### config.mk
export PLATFORM = sky130hd
export DESIGN_NAME = instr_fetch_unit_flat
export DESIGN_NICKNAME = d
export VERILOG_FILES = /design/src/rtl/instr_fetch_unit_if.sv /design/src/rtl/instr_fetch_unit.sv /design/src/flat_wrapper.sv
export SDC_FILE = /design/constraint.sdc
export NUM_CORES = 1
export LEC_CHECK = 0
export CAP_MARGIN = 40
export CORE_MARGIN = 2
export CORE_UTILIZATION = 50
export DETAILED_ROUTE_END_ITERATION = 8
export PLACE_DENSITY = 0.8
export RECOVER_POWER = 100
export SLEW_MARGIN = 10
export SYNTH_ARGS = -nofsm -noshare
export SYNTH_HDL_FRONTEND = slang
export SYNTH_SLANG_ARGS = --single-unit
### constraint.sdc
create_clock -name clk -period 3 [get_ports clk]
set_input_delay 0.6 -clock clk [delete_from_list [all_inputs] [get_ports clk]]
set_output_delay 0.6 -clock clk [all_outputs]
set_load 0.02 [all_outputs]
### src/rtl/instr_fetch_unit_if.sv
// Fetch-unit bus bundle: instruction-memory read port plus the
// valid/ready fetch-to-decode channel. The fetch unit is the master.
interface instr_fetch_unit_if #(
    parameter int unsigned ADDR_W = 32
) ();
    localparam int unsigned DATA_W = 32;

    logic [ADDR_W-1:0] imem_addr;
    logic [DATA_W-1:0] imem_rdata;
    logic              if_valid;
    logic              if_ready;
    logic [DATA_W-1:0] if_instr;
    logic [ADDR_W-1:0] if_pc;

    modport master (
        output imem_addr,
        input  imem_rdata,
        output if_valid,
        input  if_ready,
        output if_instr,
        output if_pc
    );

    modport slave (
        input  imem_addr,
        output imem_rdata,
        input  if_valid,
        output if_ready,
        input  if_instr,
        input  if_pc
    );
endinterface

### src/rtl/instr_fetch_unit.sv
// Instruction-fetch sequencer: owns the PC, reads the combinational
// instruction memory, and buffers {pc, instr} in a 2-entry skid FIFO
// toward decode. Handles start, halt and branch/jump redirect.
// Optional feature: define FETCH_BOUNDS_CHECK_EN to trap fetches at
// pc >= IMEM_WORDS*4 into a sticky FAULT state; without it addresses
// alias through pc[7:2] and o_fetch_fault is tied low.
module instr_fetch_unit #(
    parameter int unsigned       ADDR_W     = 32,
    parameter logic [ADDR_W-1:0] RESET_PC   = '0,
    parameter int unsigned       IMEM_WORDS = 64
) (
    input  logic               clk,
    input  logic               rst_n,
    input  logic               i_start,
    input  logic               i_halt_req,
    input  logic               i_redirect_valid,
    input  logic [ADDR_W-1:0]  i_redirect_pc,
    output logic               o_halted,
    output logic               o_fetch_fault,
    instr_fetch_unit_if.master bus
);
    localparam int unsigned       DATA_W        = 32;
    localparam int unsigned       CNT_W         = 2;
    localparam logic [CNT_W-1:0]  LP_FIFO_FULL  = CNT_W'(2);
    localparam logic [ADDR_W-1:0] LP_PC_STEP    = ADDR_W'(4);
    localparam logic [ADDR_W-1:0] LP_ALIGN_MASK = ~ADDR_W'(3);
    localparam logic [ADDR_W-1:0] LP_IMEM_BYTES = ADDR_W'(IMEM_WORDS * 4);

    typedef enum logic [1:0] {
        ST_IDLE  = 2'd0,
        ST_RUN   = 2'd1,
        ST_HALT  = 2'd2,
        ST_FAULT = 2'd3
    } state_t;

    state_t            r_state;
    logic [ADDR_W-1:0] r_pc;
    logic [CNT_W-1:0]  r_count;
    logic              r_valid;
    logic [ADDR_W-1:0] r_head_pc;
    logic [DATA_W-1:0] r_head_instr;
    logic [ADDR_W-1:0] r_skid_pc;
    logic [DATA_W-1:0] r_skid_instr;
    logic              r_halted;

    logic              w_redirect;
    logic              w_pop;
    logic              w_oob;
    logic              w_fetch;
    logic              w_push;
    logic [CNT_W-1:0]  w_count_after_pop;
    logic [CNT_W-1:0]  w_count_nxt;

`ifdef FETCH_BOUNDS_CHECK_EN
    logic              r_fault;

    // Fetch address beyond the populated memory traps the sequencer
    assign w_oob = (r_pc >= LP_IMEM_BYTES);
`else
    logic              w_unused_bounds;

    // Without the check every address aliases into the memory
    assign w_oob = 1'b0;
    // Bounds constant has no consumer when the check is compiled out
    assign w_unused_bounds = ^LP_IMEM_BYTES;
`endif

    // Per-cycle fetch decisions: redirect flush, pop, push and new occupancy
    always_comb begin
        w_redirect        = 1'b0;
        w_pop             = 1'b0;
        w_fetch           = 1'b0;
        w_push            = 1'b0;
        w_count_after_pop = r_count;
        w_count_nxt       = r_count;

        w_redirect = i_redirect_valid && ((r_state == ST_RUN) || (r_state == ST_HALT));
        w_pop      = r_valid && bus.if_ready;
        // halt_req wins over fetching in the same cycle; redirect suppresses the push
        w_fetch    = (r_state == ST_RUN) && !w_redirect && !i_halt_req && !w_oob;
        // A full FIFO still accepts a push when the head leaves this cycle
        w_push     = w_fetch && ((r_count != LP_FIFO_FULL) || w_pop);

        w_count_after_pop = r_count - CNT_W'(w_pop);
        if (w_redirect) begin
            w_count_nxt = '0;
        end else begin
            w_count_nxt = w_count_after_pop + CNT_W'(w_push);
        end
    end

    // Control FSM with registered halted/fault status
    always_ff @(posedge clk or negedge rst_n) begin
        if (!rst_n) begin
            r_state  <= ST_IDLE;
            r_halted <= 1'b0;
`ifdef FETCH_BOUNDS_CHECK_EN
            r_fault  <= 1'b0;
`endif
        end else begin
            r_halted <= 1'b0;
            case (r_state)
                ST_IDLE: begin
                    if (i_start) begin
                        r_state <= ST_RUN;
                    end
                end
                ST_RUN: begin
                    if (i_halt_req) begin
                        r_state  <= ST_HALT;
                        r_halted <= (w_count_nxt == '0);
                    end
`ifdef FETCH_BOUNDS_CHECK_EN
                    else if (w_oob && !w_redirect) begin
                        r_state <= ST_FAULT;
                        r_fault <= 1'b1;
                    end
`endif
                end
                ST_HALT: begin
                    if (i_start) begin
                        r_state <= ST_RUN;
                    end else begin
                        r_halted <= (w_count_nxt == '0);
                    end
                end
                ST_FAULT: begin
                    r_state <= ST_FAULT;
                end
                default: begin
                    r_state <= ST_IDLE;
                end
            endcase
        end
    end

    // PC sequencing and the 2-entry skid FIFO (head entry drives decode)
    always_ff @(posedge clk or negedge rst_n) begin
        if (!rst_n) begin
            r_pc         <= RESET_PC & LP_ALIGN_MASK;
            r_count      <= '0;
            r_valid      <= 1'b0;
            r_head_pc    <= '0;
            r_head_instr <= '0;
            r_skid_pc    <= '0;
            r_skid_instr <= '0;
        end else begin
            r_count <= w_count_nxt;
            r_valid <= (w_count_nxt != '0);

            if (w_redirect) begin
                r_pc <= i_redirect_pc & LP_ALIGN_MASK;
            end else if (w_push) begin
                r_pc <= r_pc + LP_PC_STEP;
            end

            // On a flush the head keeps the last presented entry
            if (!w_redirect) begin
                if (w_pop && (r_count == LP_FIFO_FULL)) begin
                    r_head_pc    <= r_skid_pc;
                    r_head_instr <= r_skid_instr;
                end
                if (w_push) begin
                    if (w_count_after_pop == '0) begin
                        r_head_pc    <= r_pc;
                        r_head_instr <= bus.imem_rdata;
                    end else begin
                        r_skid_pc    <= r_pc;
                        r_skid_instr <= bus.imem_rdata;
                    end
                end
            end
        end
    end

    assign bus.imem_addr = r_pc;
    assign bus.if_valid  = r_valid;
    assign bus.if_pc     = r_head_pc;
    assign bus.if_instr  = r_head_instr;
    assign o_halted      = r_halted;
`ifdef FETCH_BOUNDS_CHECK_EN
    assign o_fetch_fault = r_fault;
`else
    assign o_fetch_fault = 1'b0;
`endif

endmodule

### src/flat_wrapper.sv
// flat-port wrapper written by rule: the top's interface ports become plain ports
module instr_fetch_unit_flat 
#(
    parameter int unsigned       ADDR_W     = 32,
    parameter logic [ADDR_W-1:0] RESET_PC   = '0,
    parameter int unsigned       IMEM_WORDS = 64
)
  (clk, rst_n, i_start, i_halt_req, i_redirect_valid, i_redirect_pc, o_halted, o_fetch_fault, bus_imem_addr, bus_imem_rdata, bus_if_valid, bus_if_ready, bus_if_instr, bus_if_pc);
  instr_fetch_unit_if #(.ADDR_W(ADDR_W)) bus_i ();
  input  logic clk;
  input  logic rst_n;
  input  logic i_start;
  input  logic i_halt_req;
  input  logic i_redirect_valid;
  input  logic [ADDR_W-1:0] i_redirect_pc;
  output logic o_halted;
  output logic o_fetch_fault;
  output wire logic [$bits(bus_i.imem_addr)-1:0] bus_imem_addr;
  input wire logic [$bits(bus_i.imem_rdata)-1:0] bus_imem_rdata;
  output wire logic [$bits(bus_i.if_valid)-1:0] bus_if_valid;
  input wire logic [$bits(bus_i.if_ready)-1:0] bus_if_ready;
  output wire logic [$bits(bus_i.if_instr)-1:0] bus_if_instr;
  output wire logic [$bits(bus_i.if_pc)-1:0] bus_if_pc;
  assign bus_imem_addr = bus_i.imem_addr;
  assign bus_i.imem_rdata = bus_imem_rdata;
  assign bus_if_valid = bus_i.if_valid;
  assign bus_i.if_ready = bus_if_ready;
  assign bus_if_instr = bus_i.if_instr;
  assign bus_if_pc = bus_i.if_pc;
  instr_fetch_unit #(.ADDR_W(ADDR_W), .RESET_PC(RESET_PC), .IMEM_WORDS(IMEM_WORDS)) u_core (.clk(clk), .rst_n(rst_n), .i_start(i_start), .i_halt_req(i_halt_req), .i_redirect_valid(i_redirect_valid), .i_redirect_pc(i_redirect_pc), .o_halted(o_halted), .o_fetch_fault(o_fetch_fault), .bus(bus_i));
endmodule
; ---- Word-level counts from Yosys, hierarchy flattened
; Index checks and enable logic that the tools add are counted.
[word_totals]
reg_bits = 166
latch_bits = 0
mem_bits_rw = 0
romBits = 0
inputBits = 70
out_inout_bits = 99
n_memories = 0
[op_classes]
n_addsub = 3
mul = 0
div = 0
order_cmp = 0
n_eq_ne = 7
n_shift = 0
n_mux = 15
bitwise = 2
reduce_logical = 18
[op_table]
columns = op, n
row1 = $mux W32, 8
row2 = $add A32 B3 Y32 const B, 1
row3 = $eq A2 B2 Y1 const B, 3
row4 = $logic_and A1 B1 Y1, 6
row5 = $logic_not A2 Y1, 3
row6 = $mux W2, 3
row7 = $pmux W2 S3, 1
row8 = $ne A2 B2 Y1 const B, 2
row9 = $reduce_bool A2 Y1, 2
row10 = $reduce_and A3 Y1, 1
row11 = $add A2 B1 Y2, 1
row12 = $eq A2 B1 Y1 const B, 1
row13 = $logic_not A1 Y1, 2
row14 = $logic_or A1 B1 Y1, 2
row15 = $mux W1, 2
row16 = $ne A2 B1 Y1 const B, 1
row17 = $not A1 Y1, 2
row18 = $pmux W1 S2, 1
row19 = $reduce_and A2 Y1, 1
row20 = $reduce_or A2 Y1, 1
row21 = $sub A2 B1 Y2, 1

; ---- Longest topological paths before layout
[logic_depth]
ltp_word = 12
ltp_mapped = 10
mapped_depth_nobuf = 10

; ---- Worst setup path before layout
; Ideal clock, no wire load.
[synth_timing]
kind = input-to-reg
from = input bus_if_ready
to = register u_core.r_head_instr[0], in the netlist u_core.bus.if_instr[0]
setup_ps = 126
arrival_ps = 2201
required_time_ps = 2874
slack_ps = 673
stages = 9
path_cell_list = nand2_1 -> inv_1 -> ha_1 -> xnor2_1 -> nand4_1 -> a21oi_2 -> buf_2 -> buf_2 -> a21oi_1
[synth_between]
elab_chain_cells = 5
elab_cells_between_ends = 9
cone_classes = 1 x add/sub / 3 x mux / 5 x reduce/logical
[synth_rtl]
columns = item, line_no
row1 = from (decl), flat_wrapper.sv:21  ; input wire logic [$bits(bus_i.if_ready)-1:0] bus_if_ready;
row2 = $logic_and A1 B1 Y1 *, instr_fetch_unit.sv:78  ; w_pop = r_valid && bus.if_ready;
row3 = $sub A2 B1 Y2 / $logic_and A1 B1 Y1 (equally long branches), "instr_fetch_unit.sv:84, instr_fetch_unit.sv:159"
row4 = $logic_not A2 Y1 / $mux W32 (equally long branches), "instr_fetch_unit.sv:164, instr_fetch_unit.sv:159"
row5 = $mux W32, instr_fetch_unit.sv:164  ; if (w_count_after_pop == '0) begin
row6 = $mux W32 *, instr_fetch_unit.sv:163  ; if (w_push) begin
row7 = to (signal assigned), instr_fetch_unit.sv:161  ; r_head_instr <= r_skid_instr;
row8 = to (signal assigned), instr_fetch_unit.sv:166  ; r_head_instr <= bus.imem_rdata;
row9 = to (decl), instr_fetch_unit.sv:41  ; logic [DATA_W-1:0] r_head_instr;
; Mark *: on every way between the ends. The rest lies on a longest branch, timed or not.
; A chain may end at the register's enable or synchronous reset.

; ---- Worst setup path after layout
[layout_timing]
from = input bus_if_ready
to = register u_core.r_head_instr[8], in the netlist u_core.bus.if_instr[8]
; Same word-level chain as after synthesis.

==> reports/qor.txt <==
number of buffers and inverters on the critical path: 3
worst-margin pin slew: 1850 ps
dpl cell area: 9210 sq um
worst min path class: flop to flop
PortBufs: 163
fin crit share: 89.2%
hpwl dp: 11,800 microns
CP max stage delay: 530 ps
Slew HR: -23.5%
Final Hold Fails: 0
post-synth top area share: 54.7%
Worst Path Max Fanout: 100
Pre-antenna DRT Iters: 5
cell accounting for the most synthesized area: dfrtp_1
yosys warns: 0
Die Y: 126 microns
cell count after synthesis: 646
share of layout cells above drive strength 1: 13.7%
hold_buf cts: 0
DRC: 0
top cells by area, synth: dfrtp_1 55%, mux2_2 9.4%, mux2i_1 8.4%
first-pass GRT wire length: 28,500 microns
Seq/Total Area, Yosys: 54.7%
CP Capture Type: flop
top-count cell post-synth: dfrtp_1
Post-synth EDFFs: 0
Worst IR Drop VDD: 517 uV
DR iter-0 viols: 347
critical path's top delay family: buffers and inverters
Die Footprint: 15,800 sq um
CP arrival: 3010 ps
latest clock arrival within the worst-skew pair: 420 ps
area of the mapped netlist: 7410 sq um
synth unique cells: 47
Die Span X: 126 microns
CP Launch Type: input port
initial antenna violation count: 0
CTS max path bufs: 2
nets: 885
min Tclk post-route: 2680 ps
Final Hold Slack: 503 ps
RSZ-0062 raised after global routing: no
crit path kind: input port to flop
outcome: finished, violations left
CTS tree: built
CTS sink cnt: 162
initial core utilization: 51.0%
Synth top cells by count: 162 x dfrtp_1, 73 x nor2_1, 65 x a21oi_1
ys flop type: dfrtp_1
flop and latch count out of synthesis: 162
number of global-route vias before repair: 5,658
Leakage: 4.52 nW
routed len/inst: 17.1 microns
worst clock skew: 8.51 ps
CORE AREA: 14,500 sq um
routability cong.: 0.836
Pwr Total: 10.7 mW
Antenna diodes: 0
vias per std cell: 5.35
final WL: 17,200 microns
GRT Overall Usage: 22.4%
GRT overflow: 0
CTS buffer count: 17
CP Cell Sequence: clkdlybuf4s50_1, nand2_1, inv_1, ha_1, xnor2_1, nand4_1, a21oi_4, buf_6, nor2_1, a21oi_1
CP max-delay cell: buf_6
Max Slew Vio Count: 72
P&R area growth vs syn: 31.7%
clk slew on worst S/H paths: 60 ps
setup ws final: 323 ps
largest net degree at the start of global routing: 101
mean post-synth cell area: 11.5 sq um
failing checks: capacitance limit, slew limit
Final Cell Area: 9760 sq um
root buf cell: clkbuf_16
post-cts sizing count: 0
max-cap check violation count: 1
setup TNS: 0 ps
Post-CTS Setup Bufs: 0
Peak Freq: 374 MHz
H-tree depth: 4
CP required: 3330 ps
Post-synth ARST share: 100%
pwr dens: 1090 nW/um^2
ANT nets after route: 0
final setup vio count: 0
Core Rows: 44
Top Ports: 169
vias: 5,376
Setup WS pre-CTS: 113 ps
[path summary, 6_finish.rpt]
kind	end	slack [ps]	startpoint	depth (start not counted)
max	u_core.bus.if_instr[8]	320	bus_if_ready	10
min	u_core.bus.if_pc[0]	500	u_core.bus.if_pc[0]	1
max reg2reg	u_core.bus.if_pc[23]	510	u_core.r_state[1]	9
min reg2reg	u_core.bus.if_pc[0]	500	u_core.bus.if_pc[0]	1
max in group asynchronous	u_core.bus.if_instr[15]	920	rst_n	2
min in group asynchronous	u_core.r_skid_instr[1]	700	rst_n	1
[area by class of cell]
type	instances	area [sq um]
fill	1077	4770
sequential	162	4050
multi-input combinational	438	3090
timing repair buffer	176	1750
clock buffer	22	464
tap	184	230
clock inverter	10	131
inverter	12	45.0
[cell usage in the layout (no fill, tap or decap), drive strengths merged, types with 28 or more instances in the layout]
master / instances
a21oi: 67
clkbuf: 29
clkdlybuf4s50: 66
dfrtp: 162
dlygate4sd3: 96
mux2: 62
mux2i: 62
nand2: 44
nor2: 73
o21ai: 28
[registers in the layout, summed over array words and instances (netlist names)]
| signal | flops |
|---|---|
| u_core.o_halted | 1 |
| u_core.r_skid_pc | 30 |
| u_core.r_count | 2 |
| u_core.r_skid_instr | 32 |
| u_core.bus.if_valid | 1 |
| u_core.bus.imem_addr | 30 |
| u_core.bus.if_instr | 32 |
| u_core.r_state | 2 |
| u_core.bus.if_pc | 32 |
[kinds of logic after synthesis]
family | share of synthesized area [%]
and+or+nand+nor | 11.0
DFF | 54.7
muxes | 17.8
AOI/OAI and AO/OA | 7.61
buffers and inverters | 3.95
xor gates and xnor gates | 3.54
adders and majority gates | 1.35
other | 0.0506
[metal layers]
| layer | wire (microns) | track usage [%] |
|---|---|---|
| met3 | 992 | 5.10 |
| met4 | 264 | 7.82 |
| met5 | 0 | 0 |
| met2 | 8600 | 38.0 |
| met1 | 7330 | 28.4 |
[per-stage QoR]
| stage | utilization, % | std cells |
|---|---|---|
| 3_3_place_gp | 63.3 | 971 |
| 4_1_cts | 67.5 | 1004 |
| 5_1_grt | 67.2 | 1004 |
| 6_report | 67.2 | 1004 |
| 3_5_place_dp | 63.4 | 972 |
| 2_1_floorplan | - | 648 |
[where the power goes]
group	total, mW	internal, mW	switching, mW
Combinational	4.40	2.04	2.36
Sequential	4.10	3.27	0.824
Clock	2.18	1.35	0.832
Note: power is estimated with default switching activity, not from simulation.
